==> src/rtl/audio_volume.sv <==
// Stereo volume stage: scales signed L/R samples by a gain that ramps toward its target once per sample.
// Optional peak meters are built when AUDIO_VOLUME_PEAK_EN is defined.
module audio_volume #(
  parameter int DATA_BIT  = 24,
  parameter int GAIN_BIT  = 8,
  parameter int RAMP_STEP = 16
) (
  input  logic                i_clk,
  input  logic                i_reset_n,
  input  logic [DATA_BIT-1:0] i_audio_l,
  input  logic [DATA_BIT-1:0] i_audio_r,
  input  logic                i_audio_valid,
  input  logic [GAIN_BIT-1:0] i_gain,
  input  logic                i_mute,
  input  logic                i_peak_clr,
  output logic [DATA_BIT-1:0] o_audio_l,
  output logic [DATA_BIT-1:0] o_audio_r,
  output logic                o_audio_valid,
  output logic [GAIN_BIT-1:0] o_gain,
  output logic                o_muted,
  output logic                o_overrun,
  output logic [DATA_BIT-2:0] o_peak_l,
  output logic [DATA_BIT-2:0] o_peak_r,
  output logic [1:0]          o_dbg_state
);

  localparam int PW = DATA_BIT + GAIN_BIT + 1;
  localparam logic signed [PW-1:0] SAT_MAX = {{(PW-DATA_BIT+1){1'b0}}, {(DATA_BIT-1){1'b1}}};
  localparam logic signed [PW-1:0] SAT_MIN = ~SAT_MAX;
  localparam logic [GAIN_BIT-1:0]  STEP_G  = GAIN_BIT'(RAMP_STEP);

  typedef enum logic [1:0] {
    S_IDLE  = 2'd0,
    S_MUL_L = 2'd1,
    S_MUL_R = 2'd2,
    S_OUT   = 2'd3
  } state_t;

  state_t state_q, state_d;

  logic [DATA_BIT-1:0]        l_q, r_q;
  logic [GAIN_BIT-1:0]        g_cap_q;
  logic [GAIN_BIT-1:0]        g_q, g_d;
  logic signed [PW-1:0]       p_l_q;
  logic [DATA_BIT-1:0]        out_l_q, out_r_q;
  logic                       overrun_q;

  logic                       accept;
  logic                       drop;
  logic signed [DATA_BIT-1:0] mul_op;
  logic signed [GAIN_BIT:0]   g_ext;
  logic signed [PW-1:0]       prod;
  logic [GAIN_BIT-1:0]        target;
  logic [GAIN_BIT-1:0]        diff;

  // Shift back to sample scale (floor) and clamp to the sample range.
  function automatic logic [DATA_BIT-1:0] sat(input logic signed [PW-1:0] p);
    logic signed [PW-1:0] y;
    y = p >>> (GAIN_BIT - 1);
    if (y > SAT_MAX) y = SAT_MAX;
    else if (y < SAT_MIN) y = SAT_MIN;
    return y[DATA_BIT-1:0];
  endfunction

  // FSM state register
  always_ff @(posedge i_clk or negedge i_reset_n) begin
    if (!i_reset_n) state_q <= S_IDLE;
    else            state_q <= state_d;
  end

  // FSM next-state logic
  always_comb begin
    state_d = state_q;
    case (state_q)
      S_IDLE:  if (i_audio_valid) state_d = S_MUL_L;
      S_MUL_L: state_d = S_MUL_R;
      S_MUL_R: state_d = S_OUT;
      S_OUT:   state_d = S_IDLE;
      default: state_d = S_IDLE;
    endcase
  end

  // FSM outputs. i_audio_valid is a strobe with no ready: it is taken only
  // in IDLE; a strobe in any other state is dropped and flagged as overrun.
  always_comb begin
    accept        = 1'b0;
    drop          = 1'b0;
    o_audio_valid = 1'b0;
    case (state_q)
      S_IDLE:  accept = i_audio_valid;
      S_OUT: begin
        o_audio_valid = 1'b1;
        drop          = i_audio_valid;
      end
      default: drop = i_audio_valid;
    endcase
  end

  // Single multiplier shared by both channels; gain is zero-extended so it stays non-negative.
  assign mul_op = (state_q == S_MUL_R) ? r_q : l_q;
  assign g_ext  = {1'b0, g_cap_q};
  assign prod   = PW'(mul_op) * PW'(g_ext);

  // Next applied gain: jump to target when within one step, else move one step toward it.
  always_comb begin
    target = i_mute ? '0 : i_gain;
    g_d    = g_q;
    diff   = '0;
    if (target >= g_q) begin
      diff = target - g_q;
      g_d  = (diff <= STEP_G) ? target : g_q + STEP_G;
    end else begin
      diff = g_q - target;
      g_d  = (diff <= STEP_G) ? target : g_q - STEP_G;
    end
  end

  // Both output registers load on the MUL_R->OUT edge so they change together with the valid strobe.
  always_ff @(posedge i_clk or negedge i_reset_n) begin
    if (!i_reset_n) begin
      l_q       <= '0;
      r_q       <= '0;
      g_cap_q   <= '0;
      g_q       <= '0;
      p_l_q     <= '0;
      out_l_q   <= '0;
      out_r_q   <= '0;
      overrun_q <= 1'b0;
    end else begin
      if (accept) begin
        l_q     <= i_audio_l;
        r_q     <= i_audio_r;
        g_cap_q <= g_q;
      end
      if (state_q == S_MUL_L) p_l_q <= prod;
      if (state_q == S_MUL_R) begin
        out_l_q <= sat(p_l_q);
        out_r_q <= sat(prod);
      end
      if (state_q == S_OUT) g_q <= g_d;
      if (drop) overrun_q <= 1'b1;
    end
  end

  assign o_audio_l   = out_l_q;
  assign o_audio_r   = out_r_q;
  assign o_gain      = g_q;
  assign o_muted     = i_mute && (g_q == '0);
  assign o_overrun   = overrun_q;
  assign o_dbg_state = state_q;

`ifdef AUDIO_VOLUME_PEAK_EN
  logic [DATA_BIT-2:0] peak_l_q, peak_r_q;
  logic [DATA_BIT-2:0] abs_l, abs_r;

  // Magnitude of a sample; the most negative value clamps to the largest positive magnitude.
  function automatic logic [DATA_BIT-2:0] abs_mag(input logic [DATA_BIT-1:0] v);
    logic [DATA_BIT-1:0] neg;
    neg = '0;
    if (!v[DATA_BIT-1]) return v[DATA_BIT-2:0];
    if (v[DATA_BIT-2:0] == '0) return '1;
    neg = -v;
    return neg[DATA_BIT-2:0];
  endfunction

  assign abs_l = abs_mag(out_l_q);
  assign abs_r = abs_mag(out_r_q);

  always_ff @(posedge i_clk or negedge i_reset_n) begin
    if (!i_reset_n) begin
      peak_l_q <= '0;
      peak_r_q <= '0;
    end else if (i_peak_clr) begin
      peak_l_q <= '0;
      peak_r_q <= '0;
    end else if (state_q == S_OUT) begin
      if (abs_l > peak_l_q) peak_l_q <= abs_l;
      if (abs_r > peak_r_q) peak_r_q <= abs_r;
    end
  end

  assign o_peak_l = peak_l_q;
  assign o_peak_r = peak_r_q;
`else
  logic unused_peak_clr;
  assign unused_peak_clr = i_peak_clr;
  assign o_peak_l        = '0;
  assign o_peak_r        = '0;
`endif

endmodule

==> config.mk <==
export PLATFORM = sky130hd
export DESIGN_NAME = audio_volume
export DESIGN_NICKNAME = d
export VERILOG_FILES = /design/src/rtl/audio_volume.sv
export SDC_FILE = /design/constraint.sdc
export NUM_CORES = 1
export LEC_CHECK = 0
export BUFFER_PORTS_ARGS = -buffer_cell sky130_fd_sc_hd__buf_4
export CAP_MARGIN = 0
export CELL_PAD_IN_SITES_DETAIL_PLACEMENT = 0
export CELL_PAD_IN_SITES_GLOBAL_PLACEMENT = 2
export CORE_MARGIN = 3
export CORE_UTILIZATION = 30
export DETAILED_ROUTE_END_ITERATION = 10
export PLACE_DENSITY = 0.69
export SYNTH_ARGS = -nofsm -noshare
export SYNTH_HDL_FRONTEND = slang
export SYNTH_SLANG_ARGS = --single-unit
==> constraint.sdc <==
create_clock -name i_clk -period 8.6 [get_ports i_clk]
set_clock_uncertainty 0.1 [all_clocks]
set_input_delay 0.86 -clock i_clk [delete_from_list [all_inputs] [get_ports i_clk]]
set_output_delay 0.86 -clock i_clk [all_outputs]
set_load 0.05 [all_outputs]
==> results.json <==
{
  "wl_per_cell_um": 15.9,
  "antenna_found_initial": 0,
  "setup_tns_ns": 0,
  "syn_to_final_growth_pct": 14.6,
  "dr.pass1.iters": 4,
  "busiest_layer": "met2",
  "fmax_ghz": 0.132,
  "coreArea_um2": 43600,
  "criticalPathCategory": "reg -> reg",
  "avgSynthCellArea_um2": 9.91,
  "setup_ws_ns": 1.04,
  "grt_pass1_wl_mm": 53.4,
  "synth_xor_area_share_pct": 1.96,
  "io_pins": 168,
  "relSlewSlack_pct": 28.4,
  "drive_above_1_share_pct": 18.5,
  "cp_data_required_time_ns": 8.78,
  "setup_violations": 0,
  "r2r-start": "o_dbg_state[0]$_DFFE_PN0P_",
  "maxCapViolations": 0,
  "diodes": 0,
  "syn_inst": 1353,
  "grt_use_met2_pct": 22.0,
  "cts_buffers": 17,
  "finalHoldViolations": 0,
  "yosysWarnings": 0,
  "htreeDepth": 4,
  "finalCriticalPeriod_ns": 7.56,
  "r2r_slack_ns": 1.04,
  "cp.arrival_ns": 7.75,
  "use_met1_pct": 20.7,
  "grt_pass1_vias": 9634,
  "hold_buffers": 0,
  "cts_setup_buffers": 0,
  "synth_top_family_by_area": "adder cells",
  "initial_core_util_pct": 30.7,
  "place.gp.congestion": 0.770,
  "synth.distinct_cells": 77,
  "async_flop_share_pct": 100,
  "port-buffer-count": 120,
  "cp-end-kind": "flop",
  "syn_area_um2": 13400,
  "clk_latency_ns": 0.45,
  "cts_sinks": 141,
  "path_clk_slew_ns": 0.06,
  "cpPeakStageDelay_ns": 0.82,
  "clk_path_buf_depth": 2,
  "yosys_most_used_dff": "dfrtp_1",
  "die_w_um": 217,
  "synth-seq-cells": 141,
  "cts_tree": "done",
  "r2r-end": "o_audio_r[3]$_DFFE_PN0P_",
  "die_h_um": 217,
  "synth_compound_area_share_pct": 8.87,
  "yosys.area_share.simple_pct": 13.4,
  "antenna_left": 0,
  "crit_cells": 22,
  "route.detailed.drc": 0,
  "viasPerCell": 4.47,
  "crit_path_frequent_cell": "fa_1",
  "critPathMaxFanout": 15,
  "grtUsageTotal_pct": 14.3,
  "synth.area.mux_share_pct": 8.54,
  "slew_violations": 0,
  "drt_wl_total_mm": 32.7,
  "rsz0062_at_grt": "no",
  "synthAdderAreaFrac_pct": 30.1,
  "root_buffer": "clkbuf_16",
  "cts_resized": 0,
  "grt_max_degree": 75,
  "die_area_um2": 47300,
  "cp-start-kind": "flop",
  "ys_seq_area_share_pct": 26.3,
  "cp_cell_sequence": "inv_1, ha_2, buf_4, mux2_2, and2_1, fa_1, inv_1, fa_1, fa_1, fa_1, inv_1, ha_1, a21oi_1, a21boi_0, o32a_1, a221oi_1, o41ai_4, a21oi_2, xor2_1, a21o_2, nor2_1, nor3_1",
  "fin_util_pct": 35.2,
  "dp_slack_ns": 0.907,
  "worst_pin_slew_ns": 1.07,
  "run_status": "complete, no violations",
  "cp_num_buf_inv": 4,
  "drt_iter0_markers": 408,
  "gr-total-overflow": 0,
  "synth-edff-count": 0,
  "min_path_type": "in -> async",
  "crit_path_top_delay_cell": "nor2_1",
  "crit_family": "adder cells",
  "nNetsFinal": 1753,
  "vias": 9198,
  "met3_usage_pct": 2.90,
  "fin_crit_sh_pct": 88.0,
  "fp-row-count": 76,
  "rr_worst_depth": 22,
  "hpwl_mm": 25.4
}
[how the worst max path moves through the flow]
stage	start	endpoint	slack, ns
floorplan	o_dbg_state[0]$_DFFE_PN0P_	o_audio_r[21]$_DFFE_PN0P_	1.88
global placement	o_dbg_state[0]$_DFFE_PN0P_	o_audio_r[3]$_DFFE_PN0P_	0.89
detailed placement	o_dbg_state[0]$_DFFE_PN0P_	o_audio_r[3]$_DFFE_PN0P_	0.91
CTS	o_dbg_state[0]$_DFFE_PN0P_	o_audio_r[3]$_DFFE_PN0P_	0.86
global route	o_dbg_state[0]$_DFFE_PN0P_	o_audio_r[3]$_DFFE_PN0P_	0.54
finish	o_dbg_state[0]$_DFFE_PN0P_	o_audio_r[3]$_DFFE_PN0P_	1.04
[cell usage after synthesis (2+ instances only)]
cell           number  area (um2)
nor4_1              2        12.5
mux2i_1            16         160
o31a_1              2        17.5
mux2_2             85         957
nand4_1             6        37.5
clkbuf_1           34         128
xnor2_1            19         166
nand2_1           127         477
a221o_1             5        50.1
xor2_1             11        96.3
o32ai_1             2        17.5
and3_1              8        50.1
a211o_1             4        35.0
nand3_1             9        45.0
o2bb2ai_1          23         201
inv_1             239         897
a21oi_1            22         110
fa_1              149        2980
mux2i_2             2        27.5
and2_1             72         450
nor3_1             13        65.1
a31oi_1            10        62.6
dlygate4sd1_1       3        26.3
nor2b_1            24         150
a311o_1             2        20.0
o211ai_1            3        22.5
nor2_1             66         248
nand2b_1           17         106
dfrtp_1           141        3530
a211oi_1            3        22.5
a311oi_1            4        35.0
buf_4              47         353
ha_1               84        1050
a311oi_2            7         105
o21bai_1            4        30.0
o21ai_0            26         130
buf_2               3        15.0
o21a_1             10        75.1
nor3b_1             2        15.0
buf_6               2        22.5
a21o_1              6        45.0
o31ai_1             3        22.5
or2_2               2        12.5
[layer usage]
layer	share of wire, %	up-vias
li1	-	4457
met1	51	4574
met2	44	152
met3	3.8	15
met4	0.90	0
met5	0	-
[flip-flops by register name, indices dropped and copies added (netlist names)]
signal       count
g_cap_q          8
o_overrun        1
r_q             24
o_dbg_state      2
o_audio_r       24
o_audio_l       24
p_l_q           26
o_gain           8
l_q             24
[logic make-up after synthesis]
family / count (synthesis)
flip-flops: 141
adder cells (fa/ha/maj): 233
multiplexers: 103
AND/OR/NAND/NOR: 361
XOR/XNOR: 30
AO/OA/AOI/OAI: 154
other: 1
buffers and inverters: 330
[worst register-to-register path, delay by kind of cell, from the launching register on]
family                   cells  cell delay (ns)
XOR/XNOR                     1             0.12
adder cells (fa/ha/maj)      6             2.74
AO/OA/AOI/OAI                7             1.82
multiplexers                 1             0.49
flip-flops                   1             0.43
AND/OR/NAND/NOR              3             1.18
buffers and inverters        4             0.54
[cell usage in the layout, fill, tap and decap left out, types with 4 or more instances in the layout]
cell,n
a21o_1,6
mux2i_1,16
a211o_1,4
nand2b_1,17
clkinv_2,4
ha_1,83
a221o_1,5
o21ai_0,26
nand3_1,9
xor2_1,11
a31oi_1,10
inv_1,239
fa_1,149
clkbuf_16,17
dfrtp_1,141
mux2_2,85
a21oi_1,22
nor2b_1,24
nor2_1,66
and3_1,8
o21bai_1,4
xnor2_1,19
a311oi_1,4
o21a_1,10
o2bb2ai_1,23
nor3_1,13
nand4_1,6
and2_1,72
a311oi_2,7
buf_4,131
conb_1,46
nand2_1,126
[metrics by stage]
step / cells / hold slack [ns] / instance area (um2)
floorplan: 1398 / 0.374 / 13600
global placement: 2025 / 0.343 / 14800
detailed placement: 2025 / 0.350 / 14800
CTS: 2057 / 0.352 / 15400
global route: 2057 / 0.385 / 15400
finish: 2057 / 0.326 / 15400
[final cells by class]
class | count | area [um2]
timing repair buffer | 132 | 995
clock buffer | 18 | 439
multi-input combinational | 927 | 8610
fill | 4460 | 28300
sequential | 141 | 3530
tap | 585 | 732
inverter | 240 | 901
clock inverter | 14 | 168
Power is not shown: default switching activity piles up to over one toggle a cycle in this logic, so the estimate is an artifact.
